==> src/rtl/decode_queue.sv <==
// decode_queue: 2-in/2-out circular FIFO between the decoder and the scheduler.
// Optional same-cycle bypass when empty is enabled by defining DQUE_BYPASS_EN.

package decode_queue_pkg;
  typedef struct packed {
    logic        valid;
    logic [15:0] pc;
    logic [15:0] instr;
  } decode_s;
endpackage

module decode_queue
  import decode_queue_pkg::*;
#(
  parameter int DEPTH = 8,
  parameter int PTR_W = $clog2(DEPTH)
) (
  input  logic    i_clk,
  input  logic    i_rst,
  input  logic    i_flush,
  input  logic    i_dec_dque_valid,
  input  decode_s i_dec_dque_decode_0,
  input  decode_s i_dec_dque_decode_1,
  output logic    o_dque_dec_ready,
  input  logic    i_sch_dque_request,
  output logic    o_dque_sch_ready,
  output logic    o_dque_sch_ack,
  output decode_s o_dque_sch_decode_0,
  output decode_s o_dque_sch_decode_1
);

  localparam logic [PTR_W:0] PUSH_LIMIT = (PTR_W + 1)'(DEPTH - 2);
  localparam logic [PTR_W:0] ONE_C      = (PTR_W + 1)'(1);
  localparam logic [PTR_W:0] TWO_C      = (PTR_W + 1)'(2);

  logic [PTR_W:0]   wr_ptr_q, wr_ptr_d;
  logic [PTR_W:0]   rd_ptr_q, rd_ptr_d;
  logic [PTR_W:0]   count_s;
  logic [PTR_W-1:0] wr_idx0_s, wr_idx1_s, rd_idx0_s, rd_idx1_s;
  decode_s          mem_q [DEPTH];

  logic       dec_ready_s, sch_ready_s;
  logic       push_s, pop_s, bypass_s, write_en_s;
  logic [1:0] n_push_s, n_pop_s, push_amt_s, pop_amt_s;
  decode_s    wr_0_s, wr_1_s, head_0_s, head_1_s;

  // The wrap bit makes the pointer difference span 0..DEPTH.
  assign count_s   = wr_ptr_q - rd_ptr_q;
  assign wr_idx0_s = wr_ptr_q[PTR_W-1:0];
  assign wr_idx1_s = wr_idx0_s + {{(PTR_W-1){1'b0}}, 1'b1};
  assign rd_idx0_s = rd_ptr_q[PTR_W-1:0];
  assign rd_idx1_s = rd_idx0_s + {{(PTR_W-1){1'b0}}, 1'b1};

  assign dec_ready_s = ~i_rst & (count_s <= PUSH_LIMIT);
  assign push_s      = i_dec_dque_valid & dec_ready_s & ~i_flush;
  assign n_push_s    = {1'b0, i_dec_dque_decode_0.valid} + {1'b0, i_dec_dque_decode_1.valid};

`ifdef DQUE_BYPASS_EN
  assign bypass_s = push_s & (count_s == '0);
`else
  assign bypass_s = 1'b0;
`endif

  // Compact the incoming pair so the oldest valid slot always lands at wr_ptr.
  always_comb begin
    wr_0_s = i_dec_dque_decode_1;
    wr_1_s = i_dec_dque_decode_1;
    if (i_dec_dque_decode_0.valid) begin
      wr_0_s = i_dec_dque_decode_0;
    end else begin
      wr_0_s = i_dec_dque_decode_1;
    end
  end

  // Head presentation: stored pair, or the incoming pair while bypassing.
  always_comb begin
    head_0_s    = mem_q[rd_idx0_s];
    head_1_s    = mem_q[rd_idx1_s];
    sch_ready_s = (count_s >= ONE_C);
    if (bypass_s) begin
      head_0_s       = wr_0_s;
      head_1_s       = wr_1_s;
      head_0_s.valid = (n_push_s != 2'd0);
      head_1_s.valid = (n_push_s == 2'd2);
      sch_ready_s    = (n_push_s != 2'd0);
    end else begin
      head_0_s.valid = (count_s >= ONE_C);
      head_1_s.valid = (count_s >= TWO_C);
    end
  end

  assign pop_s   = i_sch_dque_request & sch_ready_s & ~i_flush;
  assign n_pop_s = bypass_s ? n_push_s : ((count_s >= TWO_C) ? 2'd2 : count_s[1:0]);

  // Next-state pointers; a consumed bypass pair leaves the queue untouched.
  always_comb begin
    push_amt_s = 2'd0;
    pop_amt_s  = 2'd0;
    write_en_s = 1'b0;
    wr_ptr_d   = wr_ptr_q;
    rd_ptr_d   = rd_ptr_q;
    if (i_flush) begin
      wr_ptr_d = '0;
      rd_ptr_d = '0;
    end else if (bypass_s & pop_s) begin
      wr_ptr_d = wr_ptr_q;
      rd_ptr_d = rd_ptr_q;
    end else begin
      push_amt_s = push_s ? n_push_s : 2'd0;
      pop_amt_s  = pop_s ? n_pop_s : 2'd0;
      write_en_s = push_s;
      wr_ptr_d   = wr_ptr_q + {{(PTR_W-1){1'b0}}, push_amt_s};
      rd_ptr_d   = rd_ptr_q + {{(PTR_W-1){1'b0}}, pop_amt_s};
    end
  end

  // Pointer registers.
  always_ff @(posedge i_clk or posedge i_rst) begin
    if (i_rst) begin
      wr_ptr_q <= '0;
      rd_ptr_q <= '0;
    end else begin
      wr_ptr_q <= wr_ptr_d;
      rd_ptr_q <= rd_ptr_d;
    end
  end

  // Storage is not reset; count gating keeps stale entries from being presented.
  always_ff @(posedge i_clk) begin
    if (write_en_s && (n_push_s != 2'd0)) begin
      mem_q[wr_idx0_s] <= wr_0_s;
    end
    if (write_en_s && (n_push_s == 2'd2)) begin
      mem_q[wr_idx1_s] <= wr_1_s;
    end
  end

  assign o_dque_dec_ready    = dec_ready_s;
  assign o_dque_sch_ready    = ~i_rst & sch_ready_s;
  assign o_dque_sch_ack      = ~i_rst & pop_s;
  assign o_dque_sch_decode_0 = i_rst ? '0 : head_0_s;
  assign o_dque_sch_decode_1 = i_rst ? '0 : head_1_s;

endmodule

==> config.mk <==
export PLATFORM = sky130hd
export DESIGN_NAME = decode_queue
export DESIGN_NICKNAME = d
export VERILOG_FILES = /design/src/rtl/decode_queue.sv
export SDC_FILE = /design/constraint.sdc
export NUM_CORES = 1
export LEC_CHECK = 0
export CORE_ASPECT_RATIO = 2
export CORE_MARGIN = 2
export CORE_UTILIZATION = 53
export DETAILED_ROUTE_END_ITERATION = 16
export PLACE_DENSITY = 0.76
export SETUP_SLACK_MARGIN = 0.05
export SLEW_MARGIN = 20
export SYNTH_ARGS = -nofsm -noshare
export SYNTH_HDL_FRONTEND = slang
export SYNTH_SLANG_ARGS = --single-unit
==> constraint.sdc <==
create_clock -name i_clk -period 6.4 [get_ports i_clk]
set_input_delay 0.64 -clock i_clk [delete_from_list [all_inputs] [get_ports i_clk]]
set_output_delay 0.64 -clock i_clk [all_outputs]
set_load 0.01 [all_outputs]
* After elaboration in Yosys (flattened, before gate mapping) *
Memory sizes are Yosys's and may differ from the RTL's.
Index checks and enable logic that the tools add are counted.

storage, ports and cells
  flip-flop bits (word level) = 8
  bits in writable memories = 264
  input port bits = 71
  output and inout port bits = 69
  word-level logic and storage cells = 38
  memories kept = 1

cells by class
  $add $sub $neg = 6
  magnitude comparators = 3
  equality and inequality tests = 1
  mux-type cells = 13
  bitwise gates (word level) = 9
  reduce and logical (&&, ||, !) cells = 3

memory list
  memory  words  bits a word  read ports  clocked after memory_dff  wr ports  RTL line  RTL
  mem_q   8      33           2           0                         2         40        decode_s mem_q [DEPTH];

operators with widths
  operator                                                           number
  2-to-1 mux 33 bit                                                  3
  adder 4 x 2 -> 4 bit                                               2
  2-to-1 mux 4 bit                                                   2
  AND 1 bit                                                          7
  adder 3 x 1 -> 3 bit, second input constant                        2
  2-to-1 mux 2 bit                                                   3
  2-to-1 mux 1 bit                                                   5
  greater-or-equal comparator 4 x 1 -> 1 bit, second input constant  1
  greater-or-equal comparator 4 x 2 -> 1 bit, second input constant  1
  <= comparator 4 x 3 -> 1 bit, second input constant                1
  subtractor 4 bit                                                   1
  adder 1 x 1 -> 2 bit                                               1
  equality test 2 bit, second input constant                         1
  logical AND 1 bit                                                  2
  NOT 1 bit                                                          2
  nonzero test 2 bit                                                 1

* Logic depth before layout (Yosys ltp) *
  depth in word-level cells = 9
  mapped depth = 16
  mapped depth without buffers = 14

* Worst setup path after synthesis *
No wires, ideal clock.

  path type = flip-flop to flip-flop
  start = register rd_ptr_q[1]
  end = memory mem_q[5][0] in the netlist's numbering (enable)
  library setup time = 0.511 ns
  arrival time = 5.614 ns
  data required time = 5.889 ns
  path slack = 0.275 ns
  cell stages (with the launch flop) = 9
  clock period less this slack = 6.125 ns
  cells stage by stage = dfrtp_1 buf_2 buf_2 inv_1 fa_1 xor2_1 a31oi_4 o21ai_4 o41ai_1

RTL lines
  element                   RTL line  RTL
  start: declaration        37        logic [PTR_W:0] rd_ptr_q, rd_ptr_d;
  start signal: assignment  124       rd_ptr_q <= rd_ptr_d;
  end: declaration          40

==> results.cfg <==
[routing]
drc = 0
first_pass_iters = 6
drtIter0Drc = 1178
routed.top_layer = met4
num_vias = 11915
ant_nets = 0
drt-total-wl_mm = 46.07
wirelength_met1_mm = 14.76
vias_per_cell = 6.671
wl_met2_mm = 24.58
wl_per_cell_um = 25.80
met3_length_mm = 3.843

[global_routing]
grt_pass1_vias = 12304
grt_usage_pct = 28.85
grt_max_degree = 68
grt_pass1_wl_mm = 69.55
antenna_found_initial = 1
overflow = 0

[yosys]
synth.avg_cell_area_um2 = 12.00
ys_seq_area_share_pct = 48.99
ys_ff_latch = 264
ys.flop_type = edfxtp_1
ys_types = 43
synth-edff-count = 256
synth-async-reset-ratio_pct = 3.030
synth_area_um2 = 16100
synth_nets = 1428
yosysWarnings = 0
synth_cells = 1342

[timing]
hold_viol_final = 0
worstMarginPinSlew_ns = 1.145
fin_skew_ns = 0.01670
period_share_pct = 73.75
setup_viol = 0
rsz0062_at_grt = no
slew_headroom_pct = 23.29
maxSlewViolCount = 0
tns_ns = 0
fin_crit_ns = 4.720
timing.fmax_mhz = 211.9

[critical_path]
start_kind = register
critPathRequiredTime_ns = 5.76
arrival_ns = 4.08
path_class = reg2out
r2r_cells = 8
cp-end-kind = primary output
cp_max_fo = 33

[clock_network]
cts_resized = 0
clock_sinks = 264
cts_root_buffer = clkbuf_16
insertion_delay_ns = 0.55
postCtsSetupBuffers = 0
clk_path_buf_depth = 3
hold_buffers = 0
cts_buffers = 25
cts.clk_slew.worst_paths_ns = 0.07
cts_tree = built
cts_max_level = 1

[place]
port_buffers = 139
gp_congestion = 0.9100
placed_area_um2 = 17730
hpwl_mm = 28.22

[power]
power.density_nw_per_um2 = 223.3
p_leak_nw = 6.198
max-vdd-ir-drop_mv = 0.2556
finalPower_mw = 4.139

[worst_hold_path]
holdPathStages = 2
min_path_type = reg2reg

[floorplan]
die_w_um = 127.2
pin_count = 140
core_area_um2 = 30070
dieHeight_um = 250.5
dieArea_um2 = 31870
initial_core_util_pct = 53.55
rows = 90

[final_layout]
area_delta_synth_final_pct = 15.15
drive_gt1_share_pct = 22.23
nets = 1484
final_cell_area_um2 = 18540

[outcome]
outcome = completed

[job]
drv_cap = 0
==> metal layers <==
metal | vias to the layer above | global-route usage [%]
met5 | - | 0
met4 | 0 | 17.11
met3 | 193 | 3.097
met2 | 709 | 51.81
met1 | 5862 | 32.79
li1 | 5151 | -
==> path summary, 6_finish.rpt <==
| path | from | endpoint | slack (ns) |
|---|---|---|---|
| worst max register to register | rd_ptr_q[1]$_DFF_PP0_ | mem_q[4][12]$_DFFE_PP_ | 1.87 |
| worst max-delay path | rd_ptr_q[1]$_DFF_PP0_ | o_dque_sch_decode_1[21] | 1.68 |
| min in group asynchronous | i_rst | wr_ptr_q[0]$_DFF_PP0_ | 0.62 |
| worst min-delay path | wr_ptr_q[3]$_DFF_PP0_ | wr_ptr_q[3]$_DFF_PP0_ | 0.58 |
| max in group asynchronous | i_rst | rd_ptr_q[0]$_DFF_PP0_ | 5.51 |
| worst min register to register | wr_ptr_q[3]$_DFF_PP0_ | wr_ptr_q[3]$_DFF_PP0_ | 0.58 |
==> synth_stat cells, types with 2 or more instances <==
cell type  number  area share (%)
a21oi_1       261             8.1
and3_1          3            0.12
buf_1          23            0.54
buf_2          29            0.90
buf_4           2           0.093
buf_6           6            0.42
clkbuf_1       79             1.8
dfrtp_1         8             1.2
edfxtp_1      256              48
fa_1            3            0.37
ha_1           12            0.93
inv_1           9            0.21
mux2_1          4            0.28
mux2_2         92             6.4
mux2i_1        32             2.0
mux4_2        128              18
nand2_1       134             3.1
nand2b_1        2           0.078
nand3_1         4            0.12
nand3b_1        2           0.093
nor2_1        204             4.8
nor2b_1         7            0.27
nor3_1          7            0.22
o2111ai_1       3            0.16
o2111ai_2       2            0.19
o31ai_1         3            0.14
o41ai_1         2            0.11
or2_2           2           0.078
xnor2_1         6            0.33
xor2_1          4            0.22
==> critical path, stage by stage, from the launching register on <==
cell and delay, ns:
dfrtp_4 0.89, ha_2 0.41, xor2_4 0.68, buf_4 0.40, nand2_1 0.09, a21oi_1 0.40, clkdlybuf4s50_1 0.62
==> cells in the final DEF (no fill, tap or decap), types with 2 or more instances in the layout <==
cell type and count:
a21oi_1 261, edfxtp_1 256, nor2_1 204, clkdlybuf4s50_1 137, nand2_1 134, mux4_2 128
mux2_2 92, mux2i_1 32, buf_4 29, clkbuf_16 25, ha_1 11, inv_1 9
nor3_1 7, nor2b_1 7, clkinv_2 6, dfrtp_1 6, xnor2_1 5, o2111ai_4 5
clkinv_1 5, mux2_1 4, nand3_1 4, clkinvlp_4 4, xor2_1 3, and3_1 3
o31ai_4 3, fa_1 3, nand3b_1 2, or2_2 2, nand2b_1 2, o21ai_4 2
o41ai_2 2, bufinv_16 2, clkinv_4 2, clkbuf_1 2, dfrtp_4 2
==> state kept, by name, indices dropped and copies added, names as in the netlist <==
signal	flops
mem_q	256
rd_ptr_q	4
wr_ptr_q	4
==> cells by family (layout without fill, tap and decap cells) <==
kind of cell | Yosys count | count (layout) | share of synthesized area, %
AND/OR/NAND/NOR | 369 | 369 | 9.255
AO/OA/AOI/OAI | 279 | 279 | 9.271
flip-flops | 264 | 264 | 48.99
multiplexers | 256 | 256 | 26.61
buffers and inverters | 149 | 224 | 4.025
adder cells (fa/ha/maj) | 15 | 15 | 1.306
XOR/XNOR | 10 | 10 | 0.5440
other | 0 | 1 | 0
==> report_power, final <==
part	total, mW	internal [mW]	leakage, nW	switching [mW]
registers	1.95	1.93	2.41	0.0289
clock network	1.47	0.802	0.382	0.669
logic	0.713	0.357	3.40	0.356
total	4.14	3.09	6.20	1.05
==> per-stage QoR <==
stage                     cells  setup WS [ns]  hold WS (ns)  util (%)
after floorplan            1342         0.2754        0.5286         -
after global placement     1738          2.019        0.5456     58.98
after detailed placement   1738          1.878        0.5644     58.98
after CTS                  1784          1.750        0.5837     61.62
after global routing       1786          1.590        0.5935     61.66
final                      1786          1.680        0.5752     61.66
==> cell type report <==
class                      count  area [um^2]
clock inverter                19        161.4
tap                          368        460.4
inverter                      10        37.54
timing repair buffer         168         1605
sequential                   264         7895
multi-input combinational    929         7745
antenna                        1        2.502
fill                        2248        11530
clock buffer                  27        633.1
Note: power is estimated with default switching activity, not from simulation.
